===== config.mk =====
export PLATFORM = sky130hd
export DESIGN_NAME = sd_clock_ctrl
export DESIGN_NICKNAME = d
export VERILOG_FILES = /design/src/rtl/sd_clock_ctrl.sv
export SDC_FILE = /design/constraint.sdc
export NUM_CORES = 1
export LEC_CHECK = 0
export ABC_AREA = 1
export BUFFER_PORTS_ARGS = -buffer_cell sky130_fd_sc_hd__buf_2
export CAP_MARGIN = 20
export CORE_UTILIZATION = 55
export CTS_CLUSTER_DIAMETER = 50
export CTS_CLUSTER_SIZE = 14
export DETAILED_ROUTE_END_ITERATION = 16
export PLACE_DENSITY = 0.8
export RECOVER_POWER = 25
export SETUP_SLACK_MARGIN = 0.3
export SLEW_MARGIN = 15
export SYNTH_ARGS = -nofsm -noshare
export SYNTH_HDL_FRONTEND = slang
export SYNTH_SLANG_ARGS = --single-unit

===== constraint.sdc =====
create_clock -name iclk -period 4.5 [get_ports iclk]
set_input_delay 0.675 -clock iclk [delete_from_list [all_inputs] [get_ports iclk]]
set_output_delay 0.675 -clock iclk [all_outputs]
set_load 0.02 [all_outputs]

===== src/rtl/sd_clock_ctrl.sv =====
`default_nettype none
// ============================================================================
// Module   : sd_clock_ctrl
// Summary  : SD card clock generator with power-up init clock, run gating
//            and glitch-free slow/fast rate switching with edge strobes.
// Revision : 1.0
// ============================================================================
module sd_clock_ctrl #(
    parameter int SLOW_DIV    = 128,
    parameter int FAST_DIV    = 2,
    parameter int INIT_CYCLES = 74
) (
    input  logic iclk,
    input  logic irst_n,
    input  logic ien,
    input  logic isel_fast,
    output logic osd_clk,
    output logic orise,
    output logic ofall,
    output logic ofast,
    output logic oinit_done
);

    localparam int C_HC_W = (SLOW_DIV / 2 > 1) ? $clog2(SLOW_DIV / 2) : 1;
    localparam int C_RC_W = $clog2(INIT_CYCLES + 1);

    localparam logic [C_HC_W-1:0] C_SLOW_LAST  = C_HC_W'(SLOW_DIV / 2 - 1);
    localparam logic [C_HC_W-1:0] C_FAST_LAST  = C_HC_W'(FAST_DIV / 2 - 1);
    localparam logic [C_RC_W-1:0] C_INIT_RISES = C_RC_W'(INIT_CYCLES);

    typedef enum logic [1:0] {
        ST_INIT = 2'd0,
        ST_IDLE = 2'd1,
        ST_RUN  = 2'd2
    } state_e;

    state_e              state_q, state_d;
    logic [C_HC_W-1:0]   hc_q, hc_d;
    logic [C_RC_W-1:0]   rc_q, rc_d;
    logic                clk_q, clk_d;
    logic                rise_q, rise_d;
    logic                fall_q, fall_d;
    logic                fast_q, fast_d;
    logic                done_q, done_d;

    logic [C_HC_W-1:0]   w_last;
    logic                w_tick;
    logic                w_rising;
    logic                w_falling;

    // fast_q is forced to 0 through INIT, so the slow limit applies there.
    assign w_last    = fast_q ? C_FAST_LAST : C_SLOW_LAST;
    assign w_tick    = (hc_q == w_last);
    assign w_rising  = w_tick & ~clk_q;
    assign w_falling = w_tick &  clk_q;

    always_ff @(posedge iclk or negedge irst_n) begin
        if (!irst_n) begin
            state_q <= ST_INIT;
            hc_q    <= '0;
            rc_q    <= '0;
            clk_q   <= 1'b0;
            rise_q  <= 1'b0;
            fall_q  <= 1'b0;
            fast_q  <= 1'b0;
            done_q  <= 1'b0;
        end else begin
            state_q <= state_d;
            hc_q    <= hc_d;
            rc_q    <= rc_d;
            clk_q   <= clk_d;
            rise_q  <= rise_d;
            fall_q  <= fall_d;
            fast_q  <= fast_d;
            done_q  <= done_d;
        end
    end

    always_comb begin
        state_d = state_q;
        hc_d    = hc_q;
        rc_d    = rc_q;
        clk_d   = clk_q;
        rise_d  = 1'b0;
        fall_d  = 1'b0;
        fast_d  = fast_q;
        done_d  = done_q;

        if (state_q != ST_IDLE) begin
            if (w_tick) begin
                hc_d   = '0;
                clk_d  = ~clk_q;
                rise_d = ~clk_q;
                fall_d =  clk_q;
            end else begin
                hc_d = hc_q + 1'b1;
            end
        end

        case (state_q)
            ST_INIT: begin
                if (w_rising) begin
                    rc_d = rc_q + 1'b1;
                end
                if (w_falling && (rc_q == C_INIT_RISES)) begin
                    state_d = ST_IDLE;
                    done_d  = 1'b1;
                end
            end
            ST_RUN: begin
                // Requests are honoured only as the clock goes low, so no phase is cut short.
                if (w_falling) begin
                    if (!ien) begin
                        state_d = ST_IDLE;
                    end else if (isel_fast != fast_q) begin
                        fast_d = isel_fast;
                    end
                end
            end
            ST_IDLE: begin
                clk_d = 1'b0;
                hc_d  = '0;
                if (ien) begin
                    state_d = ST_RUN;
                    fast_d  = isel_fast;
                end
            end
            default: begin
                state_d = ST_INIT;
                clk_d   = 1'b0;
                hc_d    = '0;
                rc_d    = '0;
                rise_d  = 1'b0;
                fall_d  = 1'b0;
            end
        endcase
    end

    assign osd_clk    = clk_q;
    assign orise      = rise_q;
    assign ofall      = fall_q;
    assign ofast      = fast_q;
    assign oinit_done = done_q;

endmodule
`default_nettype wire


==> out/summary.txt, run 1 <==
# H-tree levels: 1
Resize count post-CTS: 0
Pre-antenna DRT Iters: 4
setup TNS: 0 ns
initial antenna violation count: 0
fin crit share: 37.33%
WP buf/inv: 2
final hold vios: 0
Syn Inst Count: 151
Least-Margin Pin Slew: 1.070 ns
CTS clk-pin slew, worst paths: 0.11 ns
max-slew violations: 0
CP Data Required Time: 4.69 ns
status: finished clean
via count: 925
worst vdd ir: 0.1299 mV
CTS sink cnt: 20
DP HPWL: 1.580 mm
num rows: 16
vias in the first global route: 836
max_cap viols: 0
Yosys warnings: 0
Crit path arrival time: 1.87 ns
Min Hold Slack: 0.4920 ns
RSZ-0062 raised after global routing: false
CP max FO: 6
Cell variety after synth: 23
worst-path cell chain: inv_1, ha_1, nor2_1, nor2_1, nor2_1, inv_1, nor2_1, xor2_1, nor2_1
syn nets: 162
grt peak-use layer: met2
max incr delay on CP: 0.42 ns
Post-Route WL: 1.984 mm
final worst path period need: 1.680 ns
Pwr Density: 208.9 nW/um2
met2 Use GR: 34.93%
grt met1 use: 28.34%
Post-route DRC: 0
I/O pins: 9
Worst setup EP type: flip-flop
layout cell share with drive strength beyond 1: 14.20%
P&R area growth vs syn: 8.094%
clock latency on the worst-skew pair: 0.29 ns
Lkg Pwr: 0.6749 nW
CTS Root Cell: clkbuf_4
Starting DRT DRC Count: 10
HP Class: reg -> reg
GR Util All Layers: 21.36%
Final setup violation count: 0
Final Net Count: 175
Post-Synthesis Cell Area: 1175 um2
n_diodes: 0
port bufs: 8
Top delay family on crit path: simple AND/OR/NAND/NOR gates
initial core utilization: 59.28%
crit start category: flip-flop
setup repair bufs after CTS: 0
average wire per standard cell: 10.50 um
Worst Clk Skew: 0.006285 ns
Placeable Area: 1982 um2
count of state elements after synthesis: 20
critical path class: reg -> reg
DIE AREA: 2325 um2
global-route wire length before repair: 3.429 mm
Syn Area/Cell: 7.781 um2
CTS tree: yes
met3 usage: 3.333%
Relative slew margins: 28.68%
Die Height: 48.22 um
Overflow after GRT: 0
clk buf depth: 2
post-synthesis sequential area ratio: 42.60%
Via density: 4.894
Most Frequent Cell on Critical Path: nor2_1
GP Congestion: 0.8320
post-route ant nets: 0
largest net degree at the start of global routing: 21
max frequency: 0.5953 GHz
Post-CTS Hold Fix Bufs: 0
# fillers: 165
Num CTS Buffers: 3
Die X: 48.22 um
Max stage delay cell, worst path: dfrtp_1
==> metal layers <==
layer	vias to the layer above	share of wire, %
li1	494	-
met1	421	48
met2	8	49
met3	2	2.3
met4	0	0.66
met5	-	0
==> worst reg2reg max path, delay by kind of cell, from the launching register on <==
| kind | cells | cell delay (ns) |
|---|---|---|
| XOR/XNOR | 1 | 0.16 |
| buffers and inverters | 2 | 0.15 |
| flip-flops | 1 | 0.42 |
| adder cells (fa/ha/maj) | 1 | 0.28 |
| AND/OR/NAND/NOR | 5 | 0.56 |
==> worst paths after layout <==
| path | start | slack [ns] | end | cells after the start |
|---|---|---|---|---|
| worst max-delay path | state_q[0] | 2.82 | hc_q[4] | 9 |
| worst min-delay path | oinit_done | 0.49 | oinit_done | 1 |
| worst max register to register | state_q[0] | 2.82 | hc_q[4] | 9 |
| worst min register to register | oinit_done | 0.49 | oinit_done | 1 |
| max in group asynchronous | irst_n | 3.31 | hc_q[2] | 1 |
| min in group asynchronous | irst_n | 0.55 | state_q[0] | 1 |
==> registers in the layout, indices dropped and copies added (netlist names) <==
signal / flops
rc_q: 7
hc_q: 6
state_q: 2
ofall: 1
ofast: 1
oinit_done: 1
orise: 1
osd_clk: 1
==> synth_stat cells, drive strengths merged <==
cell     n  area (um2)
xor2     3       26.28
a211oi   1       7.510
nand2   45       193.9
a21oi    2       10.01
nand4    3       18.77
xnor2    2       17.52
ha       7       87.58
o21a     1       7.510
nor3     3       15.01
dfrtp   20       500.5
o21ai    5       32.53
inv     24       95.09
nor2    21       86.33
nand3   11       55.05
nor3b    1       7.510
o22ai    1       6.260
o21bai   1       7.510
==> per-stage QoR <==
stage          worst slack [ns]  cells  power [mW]  utilization [%]  instance area, um2
6_report                  2.820    189      0.2653            64.08                1270
5_1_grt                   2.630    189      0.2778            64.08                1270
4_1_cts                   2.833    189      0.2716            64.14                1271
3_5_place_dp              2.864    186      0.1882            63.01                1249
3_3_place_gp              2.900    186      0.1880            63.01                1249
2_1_floorplan             3.028    151      0.1832                -                1175
==> cells in the final DEF, fill, tap and decap left out <==
master    instances
inv_2             1
nand4_1           3
nand2_4           1
a21oi_1           2
nand2_2           7
inv_1            22
xor2_1            3
clkbuf_4          3
a211oi_1          1
nand3_1          11
clkbuf_1          1
o21a_1            1
o21bai_1          1
nor2_4            1
dfrtp_1          20
o22ai_1           1
o21ai_0           3
inv_6             1
buf_2             7
o21ai_2           2
xnor2_1           2
nand2_1          37
nor2_1           20
ha_1              7
nor3_1            3
nor3b_1           1
==> cell type report <==
class                           instances  area, um2  area share [%]
Timing Repair Buffer                    8      38.79           3.054
Tap cell                               27      33.78           2.660
Inverter                               24      95.09           7.488
Multi-Input combinational cell        107      579.3           45.62
Clock buffer                            3      22.52           1.773
Sequential cell                        20      500.5           39.41
==> power by group <==
group	internal, mW	total [mW]	leakage (nW)	switching, mW
clock	0.0311	0.0811	0.0138	0.0501
combinational	0.000802	0.00457	0.396	0.00377
sequential	0.180	0.180	0.265	0
==> logic make-up after synthesis <==
kind of cell               after synthesis  synth area share [%]
adders and majority gates                7                 7.454
buffers and inverters                   24                 8.094
and+or+nand+nor                         84                 32.05
AOI/OAI and AO/OA                       11                 6.071
xor gates and xnor gates                 5                 3.728
DFF                                     20                 42.60
Power figures use the tool's default switching activity.
==> run 2: changes to the inputs <==
ABC_AREA = 0   (was 1)
CORE_UTILIZATION = 52   (was 55)
PLACE_DENSITY = 0.79   (was 0.8)
clock period = 1.4 ns   (was 4.5 ns; I/O delays follow)
==> out/summary.txt, run 2 <==
Syn Inst Count: 127 (-16%)
max incr delay on CP: 0.46 ns (+0.04 ns)
clk buf depth: 2 (unchanged)
Starting DRT DRC Count: 45 (+35)
Die X: 50.01 um (+3.7%)
CP max FO: 7 (+1)
Overall Power: 3.986 mW (+1400%)
Num CTS Buffers: 3 (unchanged)
leading area contributor after synthesis: dfrtp_1
fin util: 86.98% (+23 points)
clock power share: 9.4% (-21 points)
Min Hold Slack: 0.1347 ns (-0.3573 ns)
# H-tree levels: 1 (unchanged)
Relative slew margins: 64.36% (+36 points)
CP Data Required Time: 1.65 ns (-3.04 ns)
clock latency on the worst-skew pair: 0.33 ns (+0.04 ns)
combinational fraction of design power: 70.8% (+69 points)
GR Util All Layers: 33.90% (+13 points)
CTS Root Cell: clkbuf_4
Final Net Count: 198 (+13%)
CTS tree: yes
Crit path arrival time: 2.09 ns (+0.22 ns)
Overflow after GRT: 0 (unchanged)
Yosys warnings: 0 (unchanged)
final worst path period need: 1.832 ns (+0.1526 ns)
CTS clk-pin slew, worst paths: 0.13 ns (+0.02 ns)
Syn Area/Cell: 9.438 um2 (+21%)
Int Pwr: 2.222 mW (+950%)
HP Class: in -> reg
count of state elements after synthesis: 20 (unchanged)
CTS sink cnt: 20 (unchanged)
Cell variety after synth: 37 (+61%)
Worst setup EP type: flip-flop
Worst Clk Skew: 0.008832 ns (+0.002547 ns)
max_cap viols: 0 (unchanged)
worst vdd ir: 2.537 mV (+1900%)
Psw: 1.764 mW (+3200%)
max frequency: 0.5457 GHz (-8.3%)
worst-path cell chain: nor4_4, nand3_4, a21o_4, buf_6, or2_4, o22ai_1
multi-input logic area: 802.0 um2 (+38%)
RSZ-0062 raised after global routing: true
post-route ant nets: 0 (unchanged)
setup slack after layout: -0.4323 ns (-3.253 ns)
n_diodes: 0 (unchanged)
DP Area: 1562 um2 (+25%)
Biggest register: rc_q
DP HPWL: 2.413 mm (+53%)
largest registers: rc_q (7), hc_q (6), state_q (2)
initial core utilization: 54.71% (-4.6 points)
Placeable Area: 2191 um2 (+11%)
Post-route DRC: 0 (unchanged)
sequential cell area: 501.7 um2 (+0.25%)
Lkg Pwr: 0.8625 nW (+28%)
most frequent cells in the layout: buf_4 (40), dfrtp_1 (19), buf_6 (14), inv_1 (10), nand2_1 (8)
Synth top area share: 41.75% (-0.84 points)
Area contributors post-synth: dfrtp_1 (42%), ha_1 (7.3%), o21ai_0 (5.0%), a21oi_1 (4.2%), nand3_1 (3.8%)
commonest cells in the netlist: dfrtp_1 (20), o21ai_0 (12), a21oi_1 (10), inv_1 (10), nand3_1 (9)
most common cell in the synthesized netlist: dfrtp_1
final hold vios: 0 (unchanged)
layout cell share with drive strength beyond 1: 51.08% (+37 points)
port bufs: 8 (unchanged)
Max stage delay cell, worst path: dfrtp_1
failing checks: negative setup slack
DIE AREA: 2501 um2 (+7.6%)
Post-Layout Inst Area: 1906 um2 (+50%)
Pwr Density: 2092 nW/um2 (+900%)
sw frac: 44.25% (+24 points)
initial antenna violation count: 0 (unchanged)
Post-Route WL: 4.445 mm (+120%)
P&R area growth vs syn: 58.98%
max reg flops: 7 (unchanged)
num rows: 17 (+1)
Via density: 6.145 (+26%)
vias in the first global route: 1,268 (+52%)
GP Congestion: 0.8803 (+5.8%)
r2r setup slk: -0.43 ns (-3.25 ns)
largest net degree at the start of global routing: 21 (unchanged)
I/O pins: 9 (unchanged)
Post-synth EDFFs: 0 (unchanged)
# fillers: 119 (-28%)
Pre-antenna DRT Iters: 4 (unchanged)
commonest non-fill, non-tap cell in the layout: buf_4
Final setup violation count: 20 (+20)
global-route wire length before repair: 6.210 mm (+81%)
max-slew violations: 0 (unchanged)
Async S/R FF share, synth: 100.0% (unchanged)
Synth Flop Type: dfrtp_1
Least-Margin Pin Slew: 0.5345 ns (-0.5352 ns)
crit start category: flip-flop
fin crit share: 130.9% (+94 points)
Post-Synthesis Cell Area: 1199 um2 (+2.0%)
via count: 1,315 (+42%)
status: complete, but fails checks
syn nets: 138 (-15%)
average wire per standard cell: 20.77 um (+98%)
critical path class: reg -> reg
post-synthesis sequential area ratio: 41.75% (-0.84 points)
Seq pwr share: 19.8% (-48 points)
Die Height: 50.01 um (+3.7%)
## run 2: metal layers
metal  track usage (%)  vias up  part of all wire (%)
li1                  -      587                     -
met1             37.38      648                    39
met2             62.44       59                    53
met3             6.481       21                   3.7
met4             13.33        0                   4.6
met5                 0        -                     0
## run 2: kinds of logic after synthesis
logic type                 synth area share [%]
AOI/OAI and AO/OA                         17.85
and+or+nand+nor                           23.38
adders and majority gates                 7.307
xor gates and xnor gates                 0.7308
buffers and inverters                     5.428
muxes                                     3.549
DFF                                       41.75
## run 2: per-stage QoR
step | setup slack [ns] | cells | TNS (ns)
floorplan | -0.3582 | 127 | -2.767
finish | -0.4323 | 214 | -6.196
global route | -0.4862 | 214 | -7.312
detailed placement | -0.4836 | 198 | -5.154
global placement | -0.3698 | 198 | -3.990
CTS | -0.3718 | 208 | -5.303
## run 2: timing repair
item | 4_1_cts | 5_1_grt
buffers inserted | 5 | 6
hold buffers | 1 | 0
endpoints found under the hold margin | 20 | 0
pin swaps | 5 | 9
gates resized for setup | 27 | 27
endpoints found under the setup margin | 22 | 23
## run 2: worst paths after layout
kind                             from         end  cells after the start
max                           hc_q[3]     rc_q[1]                      6
min                         isel_fast       ofast                      2
max reg2reg                   hc_q[3]     rc_q[1]                      6
min reg2reg                oinit_done  oinit_done                      1
max in group asynchronous      irst_n     osd_clk                      2
min in group asynchronous      irst_n     hc_q[2]                      2
## run 2: area by class of cell
class	instances	area share (%)
Clock buffer	4	1.904
Multi-Input combinational cell	92	42.09
Sequential cell	20	26.33
Timing Repair Buffer	60	25.87
Inverter	10	1.970
Tap cell	28	1.838
## run 2: critical path: cells and delay by family (launching register included)
kind	cells	cell delay, ns
simple gates	3	0.74
flops	1	0.46
buf+inv	1	0.12
compound gates	2	0.43
## run 2: power groups by stage
stage               Clock [mW]  Combinational, mW  Sequential, mW
finish                   0.374               2.82           0.789
global route             0.394               2.94           0.800
CTS                      0.360               2.26           0.778
detailed placement           0               1.88           0.785
global placement             0               1.78           0.779
floorplan                    0              0.937           0.850
